**config.mk**
```make
export PLATFORM = sky130hd
export DESIGN_NAME = avlmm_arbiter
export DESIGN_NICKNAME = d
export VERILOG_FILES = /design/src/rtl/avlmm_arb_pkg.sv /design/src/rtl/sync_fifo.sv /design/src/rtl/avlmm_arbiter.sv
export SDC_FILE = /design/constraint.sdc
export NUM_CORES = 1
export LEC_CHECK = 0
export CORE_AREA = 2 2 131 133
export DETAILED_ROUTE_END_ITERATION = 7
export DIE_AREA = 0 0 133 135
export PLACE_DENSITY = 0.68
export SETUP_SLACK_MARGIN = 0.1
export SYNTH_ARGS = -nofsm -noshare
export SYNTH_HDL_FRONTEND = slang
export SYNTH_SLANG_ARGS = --single-unit
```
**constraint.sdc**
```tcl
create_clock -name clk -period 4.25 [get_ports clk]
set_input_delay 0.425 -clock clk [delete_from_list [all_inputs] [get_ports clk]]
set_output_delay 0.425 -clock clk [all_outputs]
set_load 0.02 [all_outputs]
```
**src/rtl/avlmm_arb_pkg.sv**
```systemverilog
// Shared types for the two-host Avalon-MM SDRAM port arbiter.
package avlmm_arb_pkg;

  typedef enum logic [1:0] {
    IDLE,
    WR_BURST,
    RD_CMD
  } state_t;

  typedef logic owner_t;

endpackage

```
**src/rtl/sync_fifo.sv**
```systemverilog
// Single-clock FIFO with full/empty flags; a push while full is honoured only with a same-cycle pop.
module sync_fifo #(
  parameter int WIDTH = 8,
  parameter int DEPTH = 4
) (
  input  logic             clk,
  input  logic             rst,
  input  logic             push,
  input  logic [WIDTH-1:0] wdata,
  input  logic             pop,
  output logic [WIDTH-1:0] rdata,
  output logic             full,
  output logic             empty
);

  localparam int AW = (DEPTH > 1) ? $clog2(DEPTH) : 1;

  logic [WIDTH-1:0] mem [DEPTH];
  logic [AW-1:0]    wr_ptr;
  logic [AW-1:0]    rd_ptr;
  logic [AW:0]      count;
  logic             do_push;
  logic             do_pop;

  assign full    = (count == (AW+1)'(DEPTH));
  assign empty   = (count == '0);
  assign do_pop  = pop && !empty;
  assign do_push = push && (!full || do_pop);
  assign rdata   = mem[rd_ptr];

  function automatic logic [AW-1:0] ptr_inc(input logic [AW-1:0] p);
    return (p == AW'(DEPTH - 1)) ? '0 : p + 1'b1;
  endfunction

  // NOTE: non-blocking assignments in clocked blocks so every register samples pre-edge values.
  always_ff @(posedge clk or posedge rst) begin
    if (rst) begin
      wr_ptr <= '0;
      rd_ptr <= '0;
      count  <= '0;
    end else begin
      if (do_push) wr_ptr <= ptr_inc(wr_ptr);
      if (do_pop)  rd_ptr <= ptr_inc(rd_ptr);
      case ({do_push, do_pop})
        2'b10:   count <= count + 1'b1;
        2'b01:   count <= count - 1'b1;
        default: count <= count;
      endcase
    end
  end

  // NOTE: storage has no reset; the pointers and count alone define which entries are valid.
  always_ff @(posedge clk) begin
    if (do_push) mem[wr_ptr] <= wdata;
  end

endmodule

```
**src/rtl/avlmm_arbiter.sv**
```systemverilog
// Two-host to one-agent Avalon-MM arbiter: per-burst grant locking and in-order read-data routing.
module avlmm_arbiter
  import avlmm_arb_pkg::*;
#(
  parameter int ADDR_WIDTH  = 32,
  parameter int DATA_WIDTH  = 32,
  parameter int BURST_WIDTH = 6,
  parameter int MAX_PENDING = 4,
  parameter int PRIORITY    = 0
) (
  input  logic                      clk,
  input  logic                      reset_n,
  input  logic [ADDR_WIDTH-1:0]     h0_address,
  input  logic [BURST_WIDTH-1:0]    h0_burstcount,
  input  logic                      h0_write,
  input  logic                      h0_read,
  input  logic [DATA_WIDTH-1:0]     h0_writedata,
  input  logic [DATA_WIDTH/8-1:0]   h0_byteenable,
  output logic                      h0_waitrequest,
  output logic [DATA_WIDTH-1:0]     h0_readdata,
  output logic                      h0_readdatavalid,
  input  logic [ADDR_WIDTH-1:0]     h1_address,
  input  logic [BURST_WIDTH-1:0]    h1_burstcount,
  input  logic                      h1_write,
  input  logic                      h1_read,
  input  logic [DATA_WIDTH-1:0]     h1_writedata,
  input  logic [DATA_WIDTH/8-1:0]   h1_byteenable,
  output logic                      h1_waitrequest,
  output logic [DATA_WIDTH-1:0]     h1_readdata,
  output logic                      h1_readdatavalid,
  output logic [ADDR_WIDTH-1:0]     m_address,
  output logic [BURST_WIDTH-1:0]    m_burstcount,
  output logic                      m_write,
  output logic                      m_read,
  output logic [DATA_WIDTH-1:0]     m_writedata,
  output logic [DATA_WIDTH/8-1:0]   m_byteenable,
  input  logic                      m_waitrequest,
  input  logic [DATA_WIDTH-1:0]     m_readdata,
  input  logic                      m_readdatavalid,
  output logic                      err
);

  typedef struct packed {
    owner_t                 owner;
    logic [BURST_WIDTH-1:0] len;
  } pend_entry_t;

  localparam logic [BURST_WIDTH:0] MAX_LEN = {1'b0, {BURST_WIDTH{1'b1}}};

  state_t                 state, state_nxt;
  owner_t                 grant, last_grant, win;
  logic                   req0, req1, win_write;
  logic                   wr_active, ret_active;
  logic [BURST_WIDTH-1:0] wr_left, ret_left, wr_remaining, ret_remaining;
  logic                   wr_beat, wr_last, rd_accept, ret_beat;
  logic                   q_full, q_empty, q_pop;
  pend_entry_t            push_entry, head;

  logic                   g_write, g_read;
  logic [ADDR_WIDTH-1:0]  g_address;
  logic [BURST_WIDTH-1:0] g_burstcount, g_len;
  logic [DATA_WIDTH-1:0]  g_writedata;
  logic [DATA_WIDTH/8-1:0] g_byteenable;

  // Granted-host view of the command lines.
  assign g_write      = grant ? h1_write      : h0_write;
  assign g_read       = grant ? h1_read       : h0_read;
  assign g_address    = grant ? h1_address    : h0_address;
  assign g_burstcount = grant ? h1_burstcount : h0_burstcount;
  assign g_writedata  = grant ? h1_writedata  : h0_writedata;
  assign g_byteenable = grant ? h1_byteenable : h0_byteenable;
  assign g_len        = (g_burstcount == '0) ? BURST_WIDTH'(1) : g_burstcount;

  assign wr_beat      = (state == WR_BURST) && g_write && !m_waitrequest;
  assign wr_remaining = wr_active ? wr_left : g_len;
  assign wr_last      = wr_beat && (wr_remaining == BURST_WIDTH'(1));
  assign rd_accept    = (state == RD_CMD) && g_read && !m_waitrequest;

  // Reads only compete while the return queue can still take their entry.
  assign req0 = h0_write || (h0_read && !q_full);
  assign req1 = h1_write || (h1_read && !q_full);

  always_comb begin
    win = 1'b0;
    if (PRIORITY == 1)       win = req1;
    else if (req0 && req1)   win = ~last_grant;
    else                     win = req1;
  end

  // A host raising read and write together is treated as a write.
  assign win_write = win ? h1_write : h0_write;

  always_ff @(posedge clk or negedge reset_n) begin
    if (!reset_n) state <= IDLE;
    else          state <= state_nxt;
  end

  always_comb begin
    state_nxt = state;
    unique case (state)
      IDLE:     if (req0 || req1) state_nxt = win_write ? WR_BURST : RD_CMD;
      WR_BURST: if (wr_last)      state_nxt = IDLE;
      RD_CMD:   if (rd_accept)    state_nxt = IDLE;
      default:                    state_nxt = IDLE;
    endcase
  end

  always_comb begin
    m_address      = '0;
    m_burstcount   = '0;
    m_write        = 1'b0;
    m_read         = 1'b0;
    m_writedata    = '0;
    m_byteenable   = '0;
    h0_waitrequest = 1'b1;
    h1_waitrequest = 1'b1;
    unique case (state)
      WR_BURST: begin
        m_write      = g_write;
        m_address    = g_address;
        m_burstcount = g_burstcount;
        m_writedata  = g_writedata;
        m_byteenable = g_byteenable;
      end
      RD_CMD: begin
        m_read       = g_read;
        m_address    = g_address;
        m_burstcount = g_burstcount;
        m_byteenable = g_byteenable;
      end
      default: ;
    endcase
    if (state != IDLE) begin
      if (grant) h1_waitrequest = m_waitrequest;
      else       h0_waitrequest = m_waitrequest;
    end
  end

  always_ff @(posedge clk or negedge reset_n) begin
    if (!reset_n) begin
      grant      <= 1'b0;
      last_grant <= 1'b1;
      wr_active  <= 1'b0;
      wr_left    <= '0;
    end else begin
      if (state == IDLE && (req0 || req1)) grant <= win;
      if (wr_last || rd_accept)            last_grant <= grant;
      if (wr_beat) begin
        wr_active <= !wr_last;
        wr_left   <= wr_remaining - 1'b1;
      end
    end
  end

  // Read return: the queue head owns every beat until its length is used up.
  assign push_entry       = '{owner: grant, len: g_len};
  assign ret_beat         = m_readdatavalid && !q_empty;
  assign ret_remaining    = ret_active ? ret_left : head.len;
  assign q_pop            = ret_beat && (ret_remaining == BURST_WIDTH'(1));
  assign h0_readdatavalid = ret_beat && (head.owner == 1'b0);
  assign h1_readdatavalid = ret_beat && (head.owner == 1'b1);
  assign h0_readdata      = m_readdata;
  assign h1_readdata      = m_readdata;

  always_ff @(posedge clk or negedge reset_n) begin
    if (!reset_n) begin
      ret_active <= 1'b0;
      ret_left   <= '0;
      err        <= 1'b0;
    end else begin
      if (ret_beat) begin
        ret_active <= !q_pop;
        ret_left   <= ret_remaining - 1'b1;
      end
      if ((h0_read && h0_write) || (h1_read && h1_write) || (m_readdatavalid && q_empty))
        err <= 1'b1;
    end
  end

  sync_fifo #(
    .WIDTH (1 + BURST_WIDTH),
    .DEPTH (MAX_PENDING)
  ) u_pending (
    .clk   (clk),
    .rst   (!reset_n),
    .push  (rd_accept),
    .wdata (push_entry),
    .pop   (q_pop),
    .rdata (head),
    .full  (q_full),
    .empty (q_empty)
  );

  a_len_fits: assert property (@(posedge clk) disable iff (!reset_n)
    (state != IDLE) |-> ({1'b0, g_len} <= MAX_LEN));

endmodule

```
# [Yosys cells after proc, flatten, opt, wreduce, memory -nomap -nowiden]
# Memories as Yosys holds them, arrays and structs flattened.
# Index checks and enable logic that the tools add are counted.
[word_totals] ff_bits=26 mem_bits_rw=28 out_inout_bits=145 mem_count=1
[classes] n_addsub=6 eq_ne=12 n_mux=31 n_bitwise=2 n_reduce_logical=37
[mem_list] memory="u_pending.mem" words=4 word_bits=7 rd=1 rd_clocked_by_memory_dff=0 write_ports=1 line="sync_fifo.sv:18" source="logic [WIDTH-1:0] mem [DEPTH];"
[op_table] operator="2-to-1 mux 32 bit" count=4
[op_table] operator="2-to-1 mux 6 bit" count=5
[op_table] operator="logical AND 1 bit" count=18
[op_table] operator="== test 6 x 1 -> 1 bit, second input constant" count=2
[op_table] operator="2-to-1 mux 1 bit" count=12
[op_table] operator="2-to-1 mux 2 bit" count=6
[op_table] operator="subtractor 6 x 1 -> 6 bit, second input constant" count=2
[op_table] operator="== test 2 bit, second input constant" count=4
[op_table] operator="2-to-1 mux 4 bit" count=2
[op_table] operator="logical OR 1 bit" count=7
[op_table] operator="zero test 6 bit" count=1
[op_table] operator="inequality test 2 bit, second input constant" count=3
[op_table] operator="one-hot mux 2 bit (3 select lines)" count=1
[op_table] operator="one-hot mux 3 bit (2 select lines)" count=1
[op_table] operator="zero test 1 bit" count=5
[op_table] operator="adder 2 x 1 -> 2 bit, second input constant" count=2
[op_table] operator="== test 2 x 1 -> 1 bit, second input constant" count=2
[op_table] operator="nonzero test 2 bit" count=2
[op_table] operator="adder 3 x 1 -> 3 bit, second input constant" count=1
[op_table] operator="== test 3 bit, second input constant" count=1
[op_table] operator="zero test 3 bit" count=1
[op_table] operator="AND reduction 3 bit" count=1
[op_table] operator="subtractor 3 x 1 -> 3 bit, second input constant" count=1
[op_table] operator="zero test 2 bit" count=1
[op_table] operator="2 further kinds" count=3

# [Depth between registers and ports, before layout]
[depth] word_depth=10 mapped_depth=13 ltp_nobuf=12

# [Cells and area by module]
# A second synthesis with hierarchy kept.
[hier_totals] cells_unflattened=467 area_unflattened_um2=4690.7
[by_module_without_submodules] module="avlmm_arbiter" n_inst=1 cells_each=388 area_each_um2=3214.3
[by_module_without_submodules] module="sync_fifo" n_inst=1 cells_each=79 area_each_um2=1476.4

# [Worst setup path after synthesis]
# Ideal clock, no wire load.
[synth_timing] path_type="register to register" start="register u_pending.rd_ptr[0]" end="memory u_pending.mem[3][0] (netlist bit), enable pin" setup_time_ns=0.326 arrival_time_ns=2.377 required_time_ns=3.924 path_slack_ns=1.547 stages_incl_launch_ff=10 path_cell_list="dfrtp_1 buf_4 mux4_2 mux2i_1 ha_1 o2111ai_1 nand4bb_1 buf_2 a21oi_4 and2_1"
[synth_between] elab_chain_len=9
[synth_lines] element="start: declaration" line="sync_fifo.sv:20" source="logic [AW-1:0] rd_ptr;"
[synth_lines] element="start signal: assignment" line="sync_fifo.sv:43" source="if (do_pop) rd_ptr <= ptr_inc(rd_ptr);"
[synth_lines] element="memory (4 x 7 bit)"
[synth_lines] element="2-to-1 mux 6 bit" line="avlmm_arbiter.sv:158" source="assign ret_remaining = ret_active ? ret_left : head.len;"
[synth_lines] element="== test 6 x 1 -> 1 bit" line="avlmm_arbiter.sv:159" source="assign q_pop = ret_beat && (ret_remaining == BURST_WIDTH'(1));"
[synth_lines] element="logical AND 1 bit" line="avlmm_arbiter.sv:159"
[synth_lines] element="logical AND 1 bit" line="sync_fifo.sv:27" source="assign do_pop = pop && !empty;"
[synth_lines] element="logical OR 1 bit" line="sync_fifo.sv:28" source="assign do_push = push && (!full || do_pop);"
[synth_lines] element="logical AND 1 bit" line="sync_fifo.sv:28"
[synth_lines] element="2-to-1 mux 1 bit" line="sync_fifo.sv:54" source="if (do_push) mem[wr_ptr] <= wdata;"
[synth_lines] element="2-to-1 mux 1 bit (implied by the code)" line="sync_fifo.sv:54"
[synth_lines] element="end: declaration" line="sync_fifo.sv:18"
# No other way between the ends.

# [Final worst setup path]
[layout_timing] start="register u_pending.rd_ptr[0]" end="memory u_pending.mem[0][6] (netlist bit), enable pin"
# Same word-level chain as after synthesis.

==> summary.md <==
| Metric | Value |
|---|---|
| Status | `complete, no violations` |
| Pre-CTS WS | `818 ps` |
| Final Skew | `3.51 ps` |
| Worst-Skew Late Latency | `290 ps` |
| Final core occ | `41.7%` |
| Relative slew slack | `34.1%` |
| Root Buffer | `clkbuf_16` |
| Die area | `0.0180 sq mm` |
| Syn_area_per_cell | `10.0 sq um` |
| Total number of vias | `3926` |
| Vias in the first global route | `3948` |
| I/O pins | `333` |
| Seq pwr share | `21.9%` |
| Net count, final | `821` |
| Min Hold Slack | `499 ps` |
| Share of cells above drive strength 1 | `5.96%` |
| Detailed Routing Iterations Pass 1 | `6` |
| Pint | `2300 uW` |
| Chip Height | `135 um` |
| Final ANT Viol Nets | `0` |
| Fmax | `292 MHz` |
| Total global routing overflow | `0` |
| Core area | `0.0164 sq mm` |
| Area Growth Syn to Fin | `48.7%` |
| First-pass GRT wire length | `24500 um` |
| Effective utilization at floorplan | `28.0%` |
| Switching power share of the total | `44.6%` |
| Final wirelength | `17100 um` |
| Ant diodes | `0` |
| H-tree depth | `2` |
| Final setup viols | `0` |
| Slew @ Worst Pin | `988 ps` |
| Gr busiest metal | `met2` |
| Synth Cell Area | `0.00460 sq mm` |
| Initial DRC count | `319` |
| CP startpoint kind | `flip-flop` |
| GP Congestion | `0.995` |
| Reported net switching power | `1850 uW` |
| Final period util | `80.6%` |
| Placement Cell Area | `0.00670 sq mm` |
| Max rail drop VDD | `0.000298 V` |
| Pwr dens | `607 mW/mm^2` |
| Die X | `133 um` |
| DR WL/cell | `20.4 um` |
| Worst path required time | `4220 ps` |
| Crit path max fanout | `12` |
| Grt met1 use | `24.9%` |
| Post-route cell area | `0.00684 sq mm` |
| Hold Path Class | `flip-flop to flip-flop` |
| Logic pwr share | `68.4%` |
| Worst setup margin | `823 ps` |
| Post-synthesis cell count | `460` |
| Initial antenna violation count | `1` |
| CTS sink count | `54` |
| Vias per cell | `4.67` |
| Fin Setup TNS | `0 ps` |
| Row count | `47` |
| Tot GR Track Use | `18.4%` |
| Lkg Pwr | `0.00261 uW` |
| Nature of the critical path endpoint | `flip-flop` |
| Largest net degree at the start of global routing | `50` |
| # hold bufs at CTS | `0` |
| MaxCap Viol Count | `0` |
| Met2 Usage GRT | `28.4%` |
| Final HPWL DP | `15000 um` |
| Syn Nets | `661` |
| CP Class | `flip-flop to flip-flop` |
| Final hold vios | `0` |
| DRC viols | `0` |
| Post-synth top flop | `edfxtp_1` |
| Number of flops mapped to enable cells by yosys | `28` |
| Post-CTS setup buffer count | `0` |
| Met3 Usage GRT | `6.94%` |
| Syn. warnings | `0` |
| Num CTS Buffers | `5` |
| Asr flop ratio synth | `48.1%` |
| Seq cells post-synth | `54` |
| RSZ-0062 raised after global routing | `no` |
| Worst-path clk slew | `70 ps` |
| Arrival @ worst endpoint | `3390 ps` |
| # resized after CTS | `0` |
| Distinct cells, synth | `54` |
| TritonCTS clock tree | `built` |
| Clock power share | `9.6%` |
| Clock buffer depth | `2` |
| I/O Buffers | `236` |
| Post-synthesis sequential area ratio | `32.4%` |
| Tmin final | `3430 ps` |
| Max Slew Vio Count | `0` |
==> power groups by stage <==
stage          Clock (uW)  Sequential [uW]  Combinational (uW)
3_3_place_gp            0              907                2800
5_1_grt               435              938                3030
4_1_cts               410              915                2870
6_report              400              912                2840
3_5_place_dp            0              924                2860
2_1_floorplan           0              779                1900
==> state kept, by name, indices dropped and copies added (netlist names) <==
register	flops
u_pending.rd_ptr	2
wr_active	1
err	1
ret_left	6
wr_left	6
state	2
u_pending.count	3
last_grant	1
grant	1
u_pending.mem	28
ret_active	1
u_pending.wr_ptr	2
==> kinds of logic after synthesis <==
kind of cell | synth area share (%)
and+or+nand+nor | 17.8
muxes | 25.4
adders and majority gates | 3.70
AOI/OAI and AO/OA | 5.38
xor gates and xnor gates | 1.52
buffers and inverters | 13.7
DFF | 32.4
==> final cells by class <==
| class | count | area, sq um |
|---|---|---|
| Sequential cell | 54 | 1500 |
| Fill cell | 1528 | 9560 |
| Tap cell | 220 | 275 |
| Multi-Input combinational cell | 306 | 2480 |
| Clock inverter | 2 | 13.8 |
| Inverter | 14 | 52.6 |
| Timing Repair Buffer | 239 | 2400 |
| Clock buffer | 6 | 129 |
==> layer usage <==
metal | vias up | share of wire, %
met2 | 239 | 46
met3 | 17 | 11
met5 | - | 0.076
met1 | 1821 | 42
li1 | 1847 | -
met4 | 2 | 1.1
==> worst max-delay path, cell delays in order, from the launching register on <==
cell,delay [ps]
dfrtp_1,700
mux4_2,570
mux2i_1,260
ha_1,230
o2111ai_1,120
nand4bb_1,500
a21oi_4,360
and2_1,350
==> cells in the mapped netlist (2+ instances only) <==
cell type / n / share of area [%]
mux2_4: 3 / 0.98
mux2i_1: 85 / 18
ha_1: 12 / 3.3
clkbuf_1: 10 / 0.82
a21oi_1: 9 / 0.98
o21ai_1: 4 / 0.44
xnor2_1: 5 / 0.95
dfrtp_1: 25 / 14
and2_1: 12 / 1.6
mux2i_2: 2 / 0.60
a221oi_1: 2 / 0.38
mux2i_4: 3 / 1.5
mux4_2: 4 / 2.0
o21ai_0: 2 / 0.22
a22oi_1: 2 / 0.33
inv_2: 4 / 0.33
a21o_1: 3 / 0.49
mux2_2: 5 / 1.2
a211oi_1: 2 / 0.33
a31oi_1: 2 / 0.27
nor3_1: 5 / 0.54
xor2_1: 3 / 0.57
nand2_1: 15 / 1.2
buf_4: 65 / 11
mux2_1: 3 / 0.73
buf_1: 7 / 0.57
buf_2: 3 / 0.33
inv_1: 10 / 0.82
o32ai_1: 2 / 0.38
nor2b_1: 72 / 9.8
nor2_1: 22 / 1.8
nand3_1: 8 / 0.87
edfxtp_1: 28 / 18
==> final timing paths <==
path / cells past startpoint / from / to / slack (ps)
worst max-delay path: 7 / u_pending.rd_ptr[0] / u_pending.mem[0][6] / 820
worst min-delay path: 2 / err / err / 500
worst max register to register: 7 / u_pending.rd_ptr[0] / u_pending.mem[0][6] / 820
worst min register to register: 2 / err / err / 500
max in group asynchronous: 2 / reset_n / last_grant / 2940
min in group asynchronous: 1 / reset_n / ret_left[2] / 570
==> cell usage in the layout, fill, tap and decap left out, types with 8 or more instances in the layout <==
cell / n
edfxtp_1: 28
nand3_1: 8
nor2_1: 22
mux2i_1: 85
dfrtp_1: 24
clkdlybuf4s50_1: 236
ha_1: 12
nand2_1: 15
inv_1: 10
a21oi_1: 9
nor2b_1: 72
and2_1: 12
==> per-stage QoR <==
| step | std cells | total power (uW) |
|---|---|---|
| after CTS | 841 | 4190 |
| after floorplan | 460 | 2680 |
| after detailed placement | 833 | 3790 |
| after global placement | 833 | 3710 |
| after global routing | 841 | 4400 |
| final | 841 | 4150 |
(Power assumes the default switching activity.)
